File: src/rtl/piso_pkg.sv
// piso_buf shared geometry, entry layout and lane mapping.
// Defaults describe the 64->16, two-word configuration.
package piso_pkg;
   localparam int DEF_IN_W  = 64;
   localparam int DEF_OUT_W = 16;
   localparam int DEF_DEPTH = 2;
   localparam int K         = DEF_IN_W / DEF_OUT_W;
   localparam int CNT_W     = $clog2(K + 1);
   localparam int LANE_W    = $clog2(K);
   localparam int PTR_W     = $clog2(DEF_DEPTH);

   typedef struct packed {
      logic                last;
      logic [CNT_W-1:0]    cnt;
      logic [DEF_IN_W-1:0] data;
   } entry_t;

   // emission-order lane index -> physical lane within the word
   function automatic int unsigned lane_sel(
      input int unsigned lane,
      input bit          lsb_first,
      input int unsigned k
   );
      return lsb_first ? lane : k - 1 - lane;
   endfunction
endpackage

File: src/rtl/piso_word_fifo.sv
// piso_word_fifo: DEPTH-entry first-word-fall-through register FIFO.
// head always shows the oldest entry; caller never pushes when full.
module piso_word_fifo #(
   parameter int W     = 8,
   parameter int DEPTH = 2
) (
   input  logic                       CLK,
   input  logic                       RESET,
   input  logic                       push,
   input  logic [W-1:0]               push_dat,
   input  logic                       pop,
   output logic [W-1:0]               head,
   output logic [$clog2(DEPTH+1)-1:0] occ
);
   localparam int PW = $clog2(DEPTH);

   logic [W-1:0]  mem [DEPTH];
   logic [PW-1:0] wr_ptr;
   logic [PW-1:0] rd_ptr;

   function automatic logic [PW-1:0] nxt(input logic [PW-1:0] p);
      return (p == PW'(DEPTH - 1)) ? '0 : p + 1'b1;
   endfunction

   always_ff @(posedge CLK) begin
      if (RESET) begin
         for (int i = 0; i < DEPTH; i++) mem[i] <= '0;
         wr_ptr <= '0;
         rd_ptr <= '0;
         occ    <= '0;
      end else begin
         if (push) begin
            mem[wr_ptr] <= push_dat;
            wr_ptr      <= nxt(wr_ptr);
         end
         if (pop) rd_ptr <= nxt(rd_ptr);
         if (push && !pop)      occ <= occ + 1'b1;
         else if (pop && !push) occ <= occ - 1'b1;
      end
   end

   assign head = mem[rd_ptr];
endmodule

File: src/rtl/piso_buf.sv
// piso_buf: buffers wide words and emits them as narrow beats.
// Lane counter and lane mux sit on top of a FWFT word FIFO.
module piso_buf
   import piso_pkg::*;
#(
   parameter int DATA_IN_WIDTH  = DEF_IN_W,
   parameter int DATA_OUT_WIDTH = DEF_OUT_W,
   parameter int DEPTH          = DEF_DEPTH,
   parameter int LSB_FIRST      = 1
) (
   input  logic                      CLK,
   input  logic                      RESET,
   input  logic                      IN_VLD,
   input  logic                      IN_LAST,
   input  logic [DATA_IN_WIDTH-1:0]  IN_DAT,
   input  logic [$clog2(DATA_IN_WIDTH/DATA_OUT_WIDTH+1)-1:0] IN_CNT,
   output logic                      IN_RDY,
   output logic [DATA_OUT_WIDTH-1:0] OUT_DAT,
   output logic                      OUT_VLD,
   output logic                      OUT_LAST,
   input  logic                      OUT_RDY
);
   localparam int LANES = DATA_IN_WIDTH / DATA_OUT_WIDTH;
   localparam int CNTW  = $clog2(LANES + 1);
   localparam int LANEW = $clog2(LANES);
   localparam int OCCW  = $clog2(DEPTH + 1);
   localparam int EW    = 1 + CNTW + DATA_IN_WIDTH;

   if (DATA_IN_WIDTH % DATA_OUT_WIDTH != 0 || LANES < 2) begin : g_bad_ratio
      $error("piso_buf: DATA_IN_WIDTH must be K*DATA_OUT_WIDTH, K >= 2");
   end
   if (DEPTH < 2) begin : g_bad_depth
      $error("piso_buf: DEPTH must be >= 2");
   end

   typedef struct packed {
      logic                     last;
      logic [CNTW-1:0]          cnt;
      logic [DATA_IN_WIDTH-1:0] data;
   } word_t;

   word_t                     in_word;
   word_t                     head;
   logic [OCCW-1:0]           occ;
   logic [LANEW-1:0]          lane_q;
   logic [LANEW-1:0]          phys;
   logic [CNTW-1:0]           cnt_eff;
   logic                      final_lane;
   logic                      push;
   logic                      pop;
   logic                      word_pop;
   logic [DATA_OUT_WIDTH-1:0] lane_dat [LANES];

   // zero or out-of-range counts mean a full word
   always_comb begin
      cnt_eff = IN_CNT;
      if (IN_CNT == '0 || IN_CNT > CNTW'(LANES)) cnt_eff = CNTW'(LANES);
   end

   assign in_word = {IN_LAST, cnt_eff, IN_DAT};

   // RESET only masks; readiness otherwise comes from registered occupancy
   assign IN_RDY  = !RESET && (occ < OCCW'(DEPTH));
   assign OUT_VLD = !RESET && (occ != '0);

   assign push       = IN_VLD & IN_RDY;
   assign pop        = OUT_VLD & OUT_RDY;
   assign final_lane = CNTW'(lane_q) == head.cnt - CNTW'(1);
   assign word_pop   = pop & final_lane;
   assign OUT_LAST   = OUT_VLD & head.last & final_lane;

   assign phys = LANEW'(lane_sel(32'(lane_q), LSB_FIRST != 0, LANES));

   for (genvar i = 0; i < LANES; i++) begin : g_lane
      assign lane_dat[i] = head.data[i*DATA_OUT_WIDTH +: DATA_OUT_WIDTH];
   end

   assign OUT_DAT = RESET ? '0 : lane_dat[phys];

   always_ff @(posedge CLK) begin
      if (RESET)    lane_q <= '0;
      else if (pop) lane_q <= final_lane ? '0 : lane_q + 1'b1;
   end

   piso_word_fifo #(
      .W     (EW),
      .DEPTH (DEPTH)
   ) u_fifo (
      .CLK      (CLK),
      .RESET    (RESET),
      .push     (push),
      .push_dat (in_word),
      .pop      (word_pop),
      .head     (head),
      .occ      (occ)
   );
endmodule
File: config.mk
export PLATFORM = sky130hd
export DESIGN_NAME = piso_buf
export DESIGN_NICKNAME = d
export VERILOG_FILES = /design/src/rtl/piso_pkg.sv /design/src/rtl/piso_word_fifo.sv /design/src/rtl/piso_buf.sv
export SDC_FILE = /design/constraint.sdc
export NUM_CORES = 1
export LEC_CHECK = 0
export ABC_AREA = 1
export CAP_MARGIN = 20
export CORE_MARGIN = 4
export CORE_UTILIZATION = 45
export DETAILED_ROUTE_END_ITERATION = 6
export GPL_ROUTABILITY_DRIVEN = 0
export HOLD_SLACK_MARGIN = 0.05
export PLACE_DENSITY = 0.67
export SETUP_SLACK_MARGIN = 0.1
export SLEW_MARGIN = 15
export SYNTH_ARGS = -nofsm -noshare
export SYNTH_HDL_FRONTEND = slang
export SYNTH_HIERARCHICAL = 1
export SYNTH_SLANG_ARGS = --single-unit
File: constraint.sdc
create_clock -name CLK -period 4.3 [get_ports CLK]
set_clock_uncertainty 0.05 [all_clocks]
set_input_delay 0.86 -clock CLK [delete_from_list [all_inputs] [get_ports CLK]]
set_output_delay 0.86 -clock CLK [all_outputs]
set_load 0.02 [all_outputs]
==> results.md, run 1 <==
- The number of fill cells in the layout is between 1000 and 1500.
- In this run the core area contains 45 standard-cell rows.
- After synthesis, the netlist uses 25 different library cells.
- The proportion of layout cells with a drive suffix above 1 is 0.154.
- The startpoint class of the critical path is a flip-flop.
- In the finished design, the share of the clock period the worst path needs comes to 0.853.
- The effective utilization at floorplan is 0.457.
- The main combinational cell family by area after synthesis is simple AND/OR/NAND/NOR gates.
- The area of the multi-input gates is about 2100 um^2.
- The maximum operating frequency is approximately 270 MHz.
- The via count of the routed design is ~4600.
- From left edge to right edge, the die measures approximately 130 um.
- IR analysis of the VDD net gives a maximum drop of between 0.3 and 0.4 mV.
- The residual overflow from global routing is 0.
- Of the total synthesized cell area, the portion taken by full adders, half adders and majority gates is 0.00543.
- The relative slew slack is 0.454.
- The delay of the slowest critical-path stage is 0.56 ns.
- The final wirelength is about 15 mm.
- The number of clock buffers inserted by TritonCTS is 17.
- The sequential cells in the finished layout cover a total of approximately 4200 um^2.
- Entering global routing, the biggest net connects 70 pins.
- The share of the Yosys chip area taken by registers is 0.611.
- Once layout is complete, the utilization of the core stands at 0.558.
- The number of design rule violations left after detail routing is 0.
- The initial antenna violation count was 0.
- Once detailed placement completed, the half-perimeter wirelength came to between 9 and 10 mm.
- Yosys mapped a number of flops with a built-in enable equal to about 140.
- Of the total synthesized cell area, the portion taken by XOR and XNOR cells is 0.00253.
- The cell chosen for the clock root is clkbuf_16.
- The terminating pin of the worst hold path is u_fifo/wr_ptr.
- The total of warnings raised by yosys is 6.
- In this run the cell area of the synthesized design comes to roughly 7000 um^2.
- Of the total synthesized cell area, the portion taken by AND, OR, NAND and NOR gates is 0.137.
- The number of buffers between clock root and the deepest sink is 2.
- For this run, the leading register cell type out of synthesis is edfxtp_1.
- In the routed layout, each cell is associated on average with a via count of between 5 and 6.
- The core region is ~15000 um^2.
- The first-iteration detailed-routing DRC count is 350.
- The maximum level of the CTS H-tree is 4.
- The data required time at the worst endpoint is roughly 3.4 ns.
- The cell depth of the worst min-delay path is 2.
- The final number of hold-violating endpoints is 0.
- Among all stages on the critical path, the largest delay is contributed by clkdlybuf4s50_1.
- Counting I/O delays and the setup requirement, the final critical path takes around 3.7 ns.
- The number of slew-limit violations in the final report is 0.
- In the layout the commonest cells are nor2_1 (211), edfxtp_1 (136), clkdlybuf4s50_1 (90).
- In this run the static leakage power is 3.51 nW.
- The via count of the first global-routing pass came to approximately 4600.
- The arrival time at the worst endpoint is between 2 and 3 ns.
- Before CTS, the worst setup slack after placement is about 0.84 ns.
- TritonCTS built the clock tree.
- The library cell used most frequently in the layout, excluding fill and tap cells, is nor2_1.
- Across all setup checks in the final design, the least slack found is roughly 0.63 ns.
- The first global-routing pass estimated roughly 24 mm of wire.
- The TritonCTS sink count is 143.
- The flow ran to the end, and the final reports show no timing, DRC or antenna violations.
- The class of the most critical setup path is flip-flop to output pin.
- The clock latency of the later-clocked register in the worst-skew pair is just over 0.4 ns.
- The synthesized-area fraction occupied by ao, oa, aoi and oai cells is 0.0362.
- The floorplan step set the die height to between 100 and 150 um.
- For this run, asynchronously set or reset flops after synthesis account for 0.
- The endpoint of the worst register-to-register path is u_fifo/occ[1].
- Power spread over the standard cell area amounts to ~390 nW/um^2.
- The count of max-cap constraint violations is 0.
- For flop-to-flop paths, the worst setup slack is between 1.5 and 2 ns.
- The first TritonRoute pass finished after 5 iterations.
- The repair_antennas step left the layout with diodes totalling 0.
- The routed wire length per instance is about 17 um.
- Setup repair after global routing left no endpoint under its margin.
- For this run, the total global-route usage over all layers was measured as 0.180.
- The mean area per synthesized cell is around 11 um^2.
- Once detail routing completed, the nets flagged for antenna violations numbered 0.
- The slew at the pin closest to its max-slew limit is around 0.8 ns.
- Once the clock tree was built, the setup fixing pass inserted 0 buffers.
- The fraction of synthesized area in multiplexers is 0.122.
- The number of cells on the worst reg-to-reg path is 15.
- At the end of the flow, the number of nets in the layout was 792.
- Port buffering added 90 buffers.
- The number of top-level pins is 91.
- Of all nets on the critical path, the largest fanout is 51.
- The number of buffers added to fix hold violations after cts is 0.
- The cell count after synthesis is roughly 630.
- After routing, the total negative slack on setup checks comes to 0 ns.
- The number of gates resized after CTS is 0.
- Traced cell by cell, the critical path runs through buf_12 -> mux2_2 -> o21ai_1 -> a21oi_1 -> clkdlybuf4s50_1.
- The worst setup path is captured at an output pin.
- After synthesis the netlist holds a flip-flop and latch count of 143.
- The area growth from synthesis to layout is 22.1%.
- The start point of the worst hold path is u_fifo/wr_ptr.
- The floorplan step defined a die boundary enclosing around 17000 um^2.
- Setup violations remaining at the end of the flow were counted as 0.
- In this run the worst hold path is classified as flip-flop to flip-flop.
- The number of nets handed over by synthesis was 708.
- After clock tree synthesis, the clock-pin slew on the worst setup and hold paths is approximately 0.050 ns.
-- synth_stat cells (3+ instances only) --
cell type | count | share of area
a21oi_1 | 17 | 0.012
buf_2 | 22 | 0.016
buf_6 | 7 | 0.011
buf_8 | 4 | 0.0087
dfxtp_1 | 7 | 0.020
edfxtp_1 | 136 | 0.59
ha_1 | 3 | 0.0054
inv_1 | 86 | 0.047
mux2_2 | 48 | 0.078
mux2_4 | 20 | 0.043
nand2_1 | 21 | 0.011
nand3_1 | 5 | 0.0036
nor2_1 | 211 | 0.11
o21ai_0 | 5 | 0.0036
o21ai_1 | 28 | 0.020
-- power breakdown --
| part | internal (mW) | leakage [nW] | total (mW) | switching, mW |
|---|---|---|---|---|
| logic | 0.163 | 1.77 | 0.353 | 0.189 |
| registers | 1.60 | 1.47 | 1.62 | 0.0206 |
| clock network | 0.834 | 0.265 | 1.35 | 0.513 |
| total | 2.60 | 3.51 | 3.32 | 0.723 |
-- final cells by class --
type | count | share of cell area
clock buffers | 20 | 0.0517
clock inverters | 11 | 0.0117
inverters | 89 | 0.0401
multi-input cells | 367 | 0.249
flip-flops and latches | 143 | 0.501
well taps | 188 | 0.0279
repair buffers | 99 | 0.119
-- worst max-delay path by stage --
| stage | startpoint | endpoint | cells after the start |
|---|---|---|---|
| 2_1_floorplan | RESET | u_fifo/mem[0][0] | 7 |
| 3_3_place_gp | RESET | u_fifo/mem[0][43] | 8 |
| 3_5_place_dp | RESET | u_fifo/mem[0][59] | 8 |
| 4_1_cts | flip-flop | OUT_DAT[3] | 5 |
| 5_1_grt | flip-flop | OUT_LAST | 9 |
| 6_report | flip-flop | OUT_DAT[3] | 5 |
-- metal layers --
layer,GRT usage,vias to the layer above,part of all wire
li1,-,2231,-
met3,0.0431,15,0.060
met1,0.240,2208,0.45
met2,0.290,154,0.48
met4,0.0607,0,0.011
met5,0,-,0
-- kinds of logic after synthesis --
family / count (synthesis)
flip-flops: 143
buffers and inverters: 123
AND/OR/NAND/NOR: 244
AO/OA/AOI/OAI: 50
multiplexers: 68
adder cells (fa/ha/maj): 3
XOR/XNOR: 2
-- registers in the layout, summed over array words and instances (netlist names), named ones only --
name,cells
lane_q,2
u_fifo/occ,2
u_fifo/rd_ptr,1
u_fifo/mem,136
u_fifo/wr_ptr,1
-- critical path: cells and delay by family (launching register included) --
family                 cells  cell delay (ns)
buffers and inverters      2             0.88
DFF                        1             0.53
muxes                      1             0.38
AOI/OAI and AO/OA          2             0.50
-- metrics by stage --
stage          instance area [um^2]  cells  hold WS, ns  power (mW)
5_1_grt                        8450    917        0.491        3.44
6_report                       8450    917        0.469        3.32
3_5_place_dp                   7910    886        0.455        2.01
3_3_place_gp                   7910    886        0.437        2.00
2_1_floorplan                  6910    633        0.425        1.85
4_1_cts                        8450    917        0.465        3.36
Power figures use the tool's default switching activity.
==> inputs of run 2 (changes only) <==
Settings changed: CORE_MARGIN 4 to unset, CTS_CLUSTER_SIZE set to 30.
==> results.md, run 2 (synthesis results as in run 1) <==
- The flow ran to the end, and the final reports show no timing, DRC or antenna violations.
- The count of port buffers added during placement came to 90 (unchanged).
- The kind of cell adding the most delay to the critical path is flip-flops.
- The number of iterations in the first detailed-routing pass was 5 (unchanged).
- The worst setup path is launched from a flip-flop.
- The slew at the pin closest to its max-slew limit was 0.811 ns (-0.00790 ns).
- The number of gates resized after CTS is 0 (unchanged).
- The flip-flop count of the largest register after layout came to 136 (unchanged).
- The row count came to 44 (-2.2%).
- The number of fill cells in the layout came to 1229 (-5.1%).
- The static leakage came to 3.54 nW (+0.90%).
- The number of clock buffers inserted by TritonCTS was 17 (unchanged).
- The TritonCTS sink count is 143 (unchanged).
- The final layout net count is 795 (+0.38%).
- The vias per cell is 5.11 (+1.7%).
- TritonCTS built the clock tree.
- Setup repair after global routing left no endpoint under its margin.
- The number of endpoints failing setup at the final stage is 0 (unchanged).
- The maximum operating frequency is 264 MHz (-2.9%).
- The remaining antenna violation count after routing was 0 (unchanged).
- The worst path buffer plus inverter count is 2 (unchanged).
- The cell depth of the worst min-delay path is 2 (unchanged).
- The die boundary width is 126 um (-4.5%).
- The largest register by flop count is u_fifo/mem.
- The via count of the routed design came to 4685 (+1.7%).
- The delay of the slowest critical-path stage is 0.70 ns (+0.14 ns).
- The initial antenna violation count was 0 (unchanged).
- The number of top-level pins is 91 (unchanged).
- The number of diodes added for antenna fixing was 0 (unchanged).
- CTS placed an instance of clkbuf_16 at the clock tree root.
- The worst setup path is of the flip-flop to output pin kind.
- The clock latency of the later-clocked register in the worst-skew pair is 0.42 ns (about the same).
- The shortest clock period the worst path allows after layout is 3.78 ns (+0.111 ns).
- The effective utilization at floorplan is 0.469 (+0.0121).
- The cell seen most often among critical-path stages is nand2_1.
- The first-iteration detailed-routing DRC count was 423 (+21%).
- The final number of hold-violating endpoints is 0 (unchanged).
- The path class of the tightest hold or removal check is flip-flop to flip-flop.
- The residual overflow from global routing is 0 (unchanged).
- The worst reg-to-reg setup slack is 1.53 ns (-0.23 ns).
- The post-CTS setup buffer count came to 0 (unchanged).
- The area added between synthesis and finish is 22.6%.
- The maximum fanout along the worst path is 35 (-31%).
- The pin count of the biggest net entering global routing is 70 (unchanged).
- In the layout the commonest cells are nor2_1 (211), edfxtp_1 (136), clkdlybuf4s50_1 (90).
- The final wirelength is 15.8 mm (+2.3%).
- The count of max-cap constraint violations was 0 (unchanged).
- The number of buffers between clock root and the deepest sink was 2 (unchanged).
- The critical path goes through mux2_2 -> inv_1 -> ha_1 -> nand2_1 -> nand2_1 -> nor2_2 -> nand2_1 -> nor2_1 -> clkdlybuf4s50_1.
- The relative slew slack is 0.459 (+0.00526).
- The global-route wire length before repair is 25.0 mm (+3.0%).
- The final total power is 3.39 mW (+2.1%).
- The aggregate global-route resource usage is 0.211 (+0.0315).
- The arrival time at the worst endpoint is 2.87 ns (+0.11 ns).
- The cell depth of the worst setup path is 9 (+4).
- The largest registers in the layout are u_fifo/mem: 136 flops, lane_q: 2 flops, u_fifo/occ: 2 flops.
- The number of cells on the worst reg-to-reg path came to 15 (unchanged).
- The worst setup path is captured at an output pin.
- The HPWL reported at the end of detailed placement was 10.2 mm (+2.6%).
- The proportion of layout cells with a drive suffix above 1 is 0.164 (+0.0101).
- The clock transition time at the flip-flop clock pins of the worst setup and hold paths is 0.06 ns (about the same).
- The peak supply drop was 0.280 mV (-14%).
- The number of design rule violations left after detail routing was 0 (unchanged).
- The number of slew-limit violations in the final report is 0 (unchanged).
- The final-layout setup total negative slack is 0 ns (unchanged).
- The routed wire length per instance came to 17.2 um (+2.3%).
- The area of the die is 15900 um^2 (-8.9%).
- The slowest cell on the critical path is dfxtp_4.
- The final cycle utilization of the critical path is 0.879 (+0.0258).
- The most common cell after layout, fill and taps aside is nor2_1.
- The number of buffers added to fix hold violations after cts came to 0 (unchanged).
- The placeable core region is 14800 um^2 (-2.6%).
- The maximum level of the CTS H-tree is 4 (unchanged).
- The data required time at the worst endpoint was 3.39 ns (about the same).
- The via count of the first global-routing pass is 4968 (+8.2%).
- The die extent in y was 126 um (-4.5%).
- The power per cell area is 400 nW/um^2 (+1.8%).
==> run 2: power by group <==
part,internal (mW),switching (mW),total [mW]
clock,0.882,0.531,1.41
sequential,1.60,0.0236,1.62
combinational,0.163,0.191,0.354
total,2.65,0.747,3.39
==> run 2: worst paths after layout <==
| path | endpoint | start |
|---|---|---|
| setup / recovery | OUT_LAST | flip-flop |
| hold / removal | u_fifo/wr_ptr | u_fifo/wr_ptr |
| setup reg to reg | u_fifo/occ[1] | flip-flop |
| hold reg to reg | u_fifo/wr_ptr | u_fifo/wr_ptr |
==> run 2: per-layer routing <==
metal	part of all wire	GRT usage
met4	0.022	0.0879
met3	0.057	0.0476
met5	0	0
met2	0.49	0.357
met1	0.43	0.262
==> run 2: through the flow <==
stage               instance area [um^2]  hold WS (ns)  utilization  std cells  setup WS (ns)
floorplan                           6910         0.425            -        633          0.524
global placement                    7900         0.438        0.536        885          0.773
detailed placement                  7900         0.449        0.536        885          0.736
CTS                                 8480         0.458        0.574        917          0.469
global route                        8480         0.487        0.574        917          0.271
finish                              8480         0.457        0.574        917          0.519
==> run 2: area by class of cell <==
cell class | instances | area [um^2] | share of cell area
clock buffers | 26 | 519 | 0.0613
clock inverters | 6 | 53.8 | 0.00635
inverters | 89 | 339 | 0.0400
multi-input cells | 367 | 2100 | 0.248
flip-flops and latches | 143 | 4230 | 0.499
well taps | 184 | 230 | 0.0272
repair buffers | 102 | 1000 | 0.118
==> run 2: tightest hold or removal path, delay by kind of cell (launching register included) <==
family	cells	cell delay, ns
DFF	1	0.33
and+or+nand+nor	2	0.13
==> inputs of run 3 (changes only) <==
Settings changed: PLACE_DENSITY 0.67 to 0.78.
==> results.md, run 3 (synthesis results as in run 1) <==
- The row count is 44 (unchanged).
- The number of clock buffers inserted by TritonCTS was 17 (unchanged).
- The shortest clock period the worst path allows after layout is 3.70 ns (-0.0771 ns).
- The total non-filler cell area in the finished layout is 8500 um^2 (+0.28%).
- The global-route wire length before repair was 23.5 mm (-6.0%).
- The class of the most critical setup path is flip-flop to output pin.
- The number of buffers between clock root and the deepest sink was 2 (unchanged).
- The clock transition time at the flip-flop clock pins of the worst setup and hold paths was 0.06 ns (about the same).
- The effective utilization at floorplan is 0.469 (unchanged).
- The met2 wirelength from detailed routing was 7.43 mm (-4.0%).
- For hold timing, the worst endpoint is u_fifo/wr_ptr.
- The signal on the critical path passes through buf_12 -> mux2_2 -> nor2_1 -> nor2_1 -> o21ai_1 -> a21oi_1 -> clkdlybuf4s50_1.
- The arrival time at the worst endpoint is 2.79 ns (-0.08 ns).
- The area of the die came to 15900 um^2 (unchanged).
- The slowest cell on the critical path is dfxtp_4.
- The maximum operating frequency is 270 MHz (+2.1%).
- The vias per cell is 5.09 (-0.33%).
- The number of buffers added to fix hold violations after cts came to 0 (unchanged).
- The clock tree from TritonCTS is yes.
- The number of slew-limit violations in the final report was 0 (unchanged).
- The slew at the pin closest to its max-slew limit is 0.823 ns (+0.0120 ns).
- The maximum level of the CTS H-tree is 4 (unchanged).
- The relative slew slack came to 0.451 (-0.00801).
- The number of fill cells in the layout is 1222 (-0.57%).
- The number of cells on the worst reg-to-reg path is 15 (unchanged).
- The count of port buffers added during placement is 90 (unchanged).
- The final wirelength was 14.9 mm (-5.5%).
- The aggregate global-route resource usage is 0.196 (-0.0157).
- The largest registers in the layout are u_fifo/mem: 136 flops, lane_q: 2 flops, u_fifo/occ: 2 flops.
- The static leakage is 3.53 nW (-0.16%).
- The min-delay analysis places its worst path in the category flip-flop to flip-flop.
- The die boundary width was 126 um (unchanged).
- STA classifies the critical path endpoint as an output pin.
- The final layout net count was 791 (-0.50%).
- The routed metal-1 wire length is 6.07 mm (-11%).
- The area of the multi-input gates is 2100 um^2 (unchanged).
- The cell depth of the worst min-delay path was 2 (unchanged).
- The pin count of the biggest net entering global routing came to 70 (unchanged).
- The area added between synthesis and finish is 22.9%.
- The remaining antenna violation count after routing came to 0 (unchanged).
- The cell seen most often among critical-path stages is nor2_1.
- The number of top-level pins is 91 (unchanged).
- After detailed routing, no signal wire sits above met4.
- The met3 wirelength from detailed routing came to 943 um (+5.1%).
- Setup repair after global routing left no endpoint under its margin.
- The initial antenna violation count is 0 (unchanged).
- The final cycle utilization of the critical path is 0.861 (-0.0179).
- The residual overflow from global routing came to 0 (unchanged).
- The data required time at the worst endpoint was 3.39 ns (about the same).
- The TritonCTS sink count is 143 (unchanged).
- The power per cell area was 408 nW/um^2 (+1.9%).
- The proportion of layout cells with a drive suffix above 1 is 0.159 (-0.00459).
- The clock latency of the later-clocked register in the worst-skew pair is 0.41 ns (about the same).
- The number of diodes added for antenna fixing is 0 (unchanged).
- The endpoint of the worst register-to-register path is u_fifo/occ[1].
- The placed cell area is 7900 um^2 (about the same).
- The cell chosen for the clock root is clkbuf_16.
- The largest register by flop count is u_fifo/mem.
- Leaving out fill and tap cells, the most frequent cells in the layout are nor2_1 (211), edfxtp_1 (136), clkdlybuf4s50_1 (90).
- The start point of the worst hold path is u_fifo/wr_ptr.
- The worst reg-to-reg setup slack is 1.68 ns (+0.15 ns).
- The final number of hold-violating endpoints is 0 (unchanged).
- The number of iterations in the first detailed-routing pass was 5 (unchanged).
- The post-CTS setup buffer count came to 0 (unchanged).
- The startpoint class of the critical path is a flip-flop.
- The run finished with clean final reports.
- The via count of the first global-routing pass is 4662 (-6.2%).
- The final-layout setup total negative slack came to 0 ns (unchanged).
- The routed wire length per instance is 16.4 um (-5.1%).
- The combined flip-flop and latch cell area was 4230 um^2 (unchanged).
- The via count of the routed design came to 4649 (-0.77%).
- The placeable core region is 14800 um^2 (unchanged).
- The flip-flop count of the largest register after layout is 136 (unchanged).
- The peak supply drop came to 0.258 mV (-7.8%).
- The number of design rule violations left after detail routing is 0 (unchanged).
- The delay of the slowest critical-path stage came to 0.60 ns (-0.10 ns).
- The HPWL reported at the end of detailed placement is 9.63 mm (-5.2%).
- The die extent in y came to 126 um (unchanged).
- The count of max-cap constraint violations is 0 (unchanged).
- The number of gates resized after CTS was 0 (unchanged).
- The first-iteration detailed-routing DRC count is 437 (+3.3%).
- The number of endpoints failing setup at the final stage came to 0 (unchanged).
- The maximum fanout along the worst path is 45 (+29%).
- The library cell used most frequently in the layout, excluding fill and tap cells, is nor2_1.
run 3: power by group:
part / switching [mW] / leakage, nW / internal (mW)
combinational: 0.189 / 1.77 / 0.163
sequential: 0.0229 / 1.47 / 1.60
clock: 0.533 / 0.296 / 0.958
run 3: metal layers:
metal / global-route usage / vias up
met5: 0 / -
met4: 0.0928 / 0
met3: 0.0421 / 27
met2: 0.332 / 178
met1: 0.238 / 2215
li1: - / 2229
run 3: through the flow:
stage	setup WS [ns]	util	cells	hold WS [ns]	total power, mW
6_report	0.596	0.576	913	0.469	3.47
5_1_grt	0.428	0.576	913	0.503	3.57
4_1_cts	0.568	0.576	913	0.476	3.48
3_5_place_dp	0.859	0.535	881	0.465	2.00
3_3_place_gp	0.906	0.535	881	0.434	1.99
2_1_floorplan	0.524	-	633	0.425	1.85
run 3: layout make-up:
cell class / count / share of cell area
inverters: 89 / 0.0399
clock buffers: 18 / 0.0505
repair buffers: 98 / 0.117
multi-input cells: 367 / 0.247
well taps: 184 / 0.0271
clock inverters: 14 / 0.0203
flip-flops and latches: 143 / 0.497
run 3: critical path, delay by kind of cell (launching register included):
| kind | cells | cell delay [ns] |
|---|---|---|
| buffers and inverters | 2 | 0.89 |
| flip-flops | 1 | 0.60 |
| multiplexers | 1 | 0.40 |
| AO/OA/AOI/OAI | 2 | 0.30 |
| AND/OR/NAND/NOR | 2 | 0.17 |
run 3: how the worst max path moves through the flow:
stage          startpoint          endpoint  slack, ns  depth (start not counted)
5_1_grt         flip-flop          OUT_LAST       0.43                          9
6_report        flip-flop        OUT_DAT[9]       0.60                          7
2_1_floorplan       RESET  u_fifo/mem[0][0]       0.52                          7
3_3_place_gp        RESET        OUT_DAT[5]       0.91                          4
3_5_place_dp        RESET        OUT_DAT[9]       0.86                          4
4_1_cts         flip-flop        OUT_DAT[9]       0.57                          7
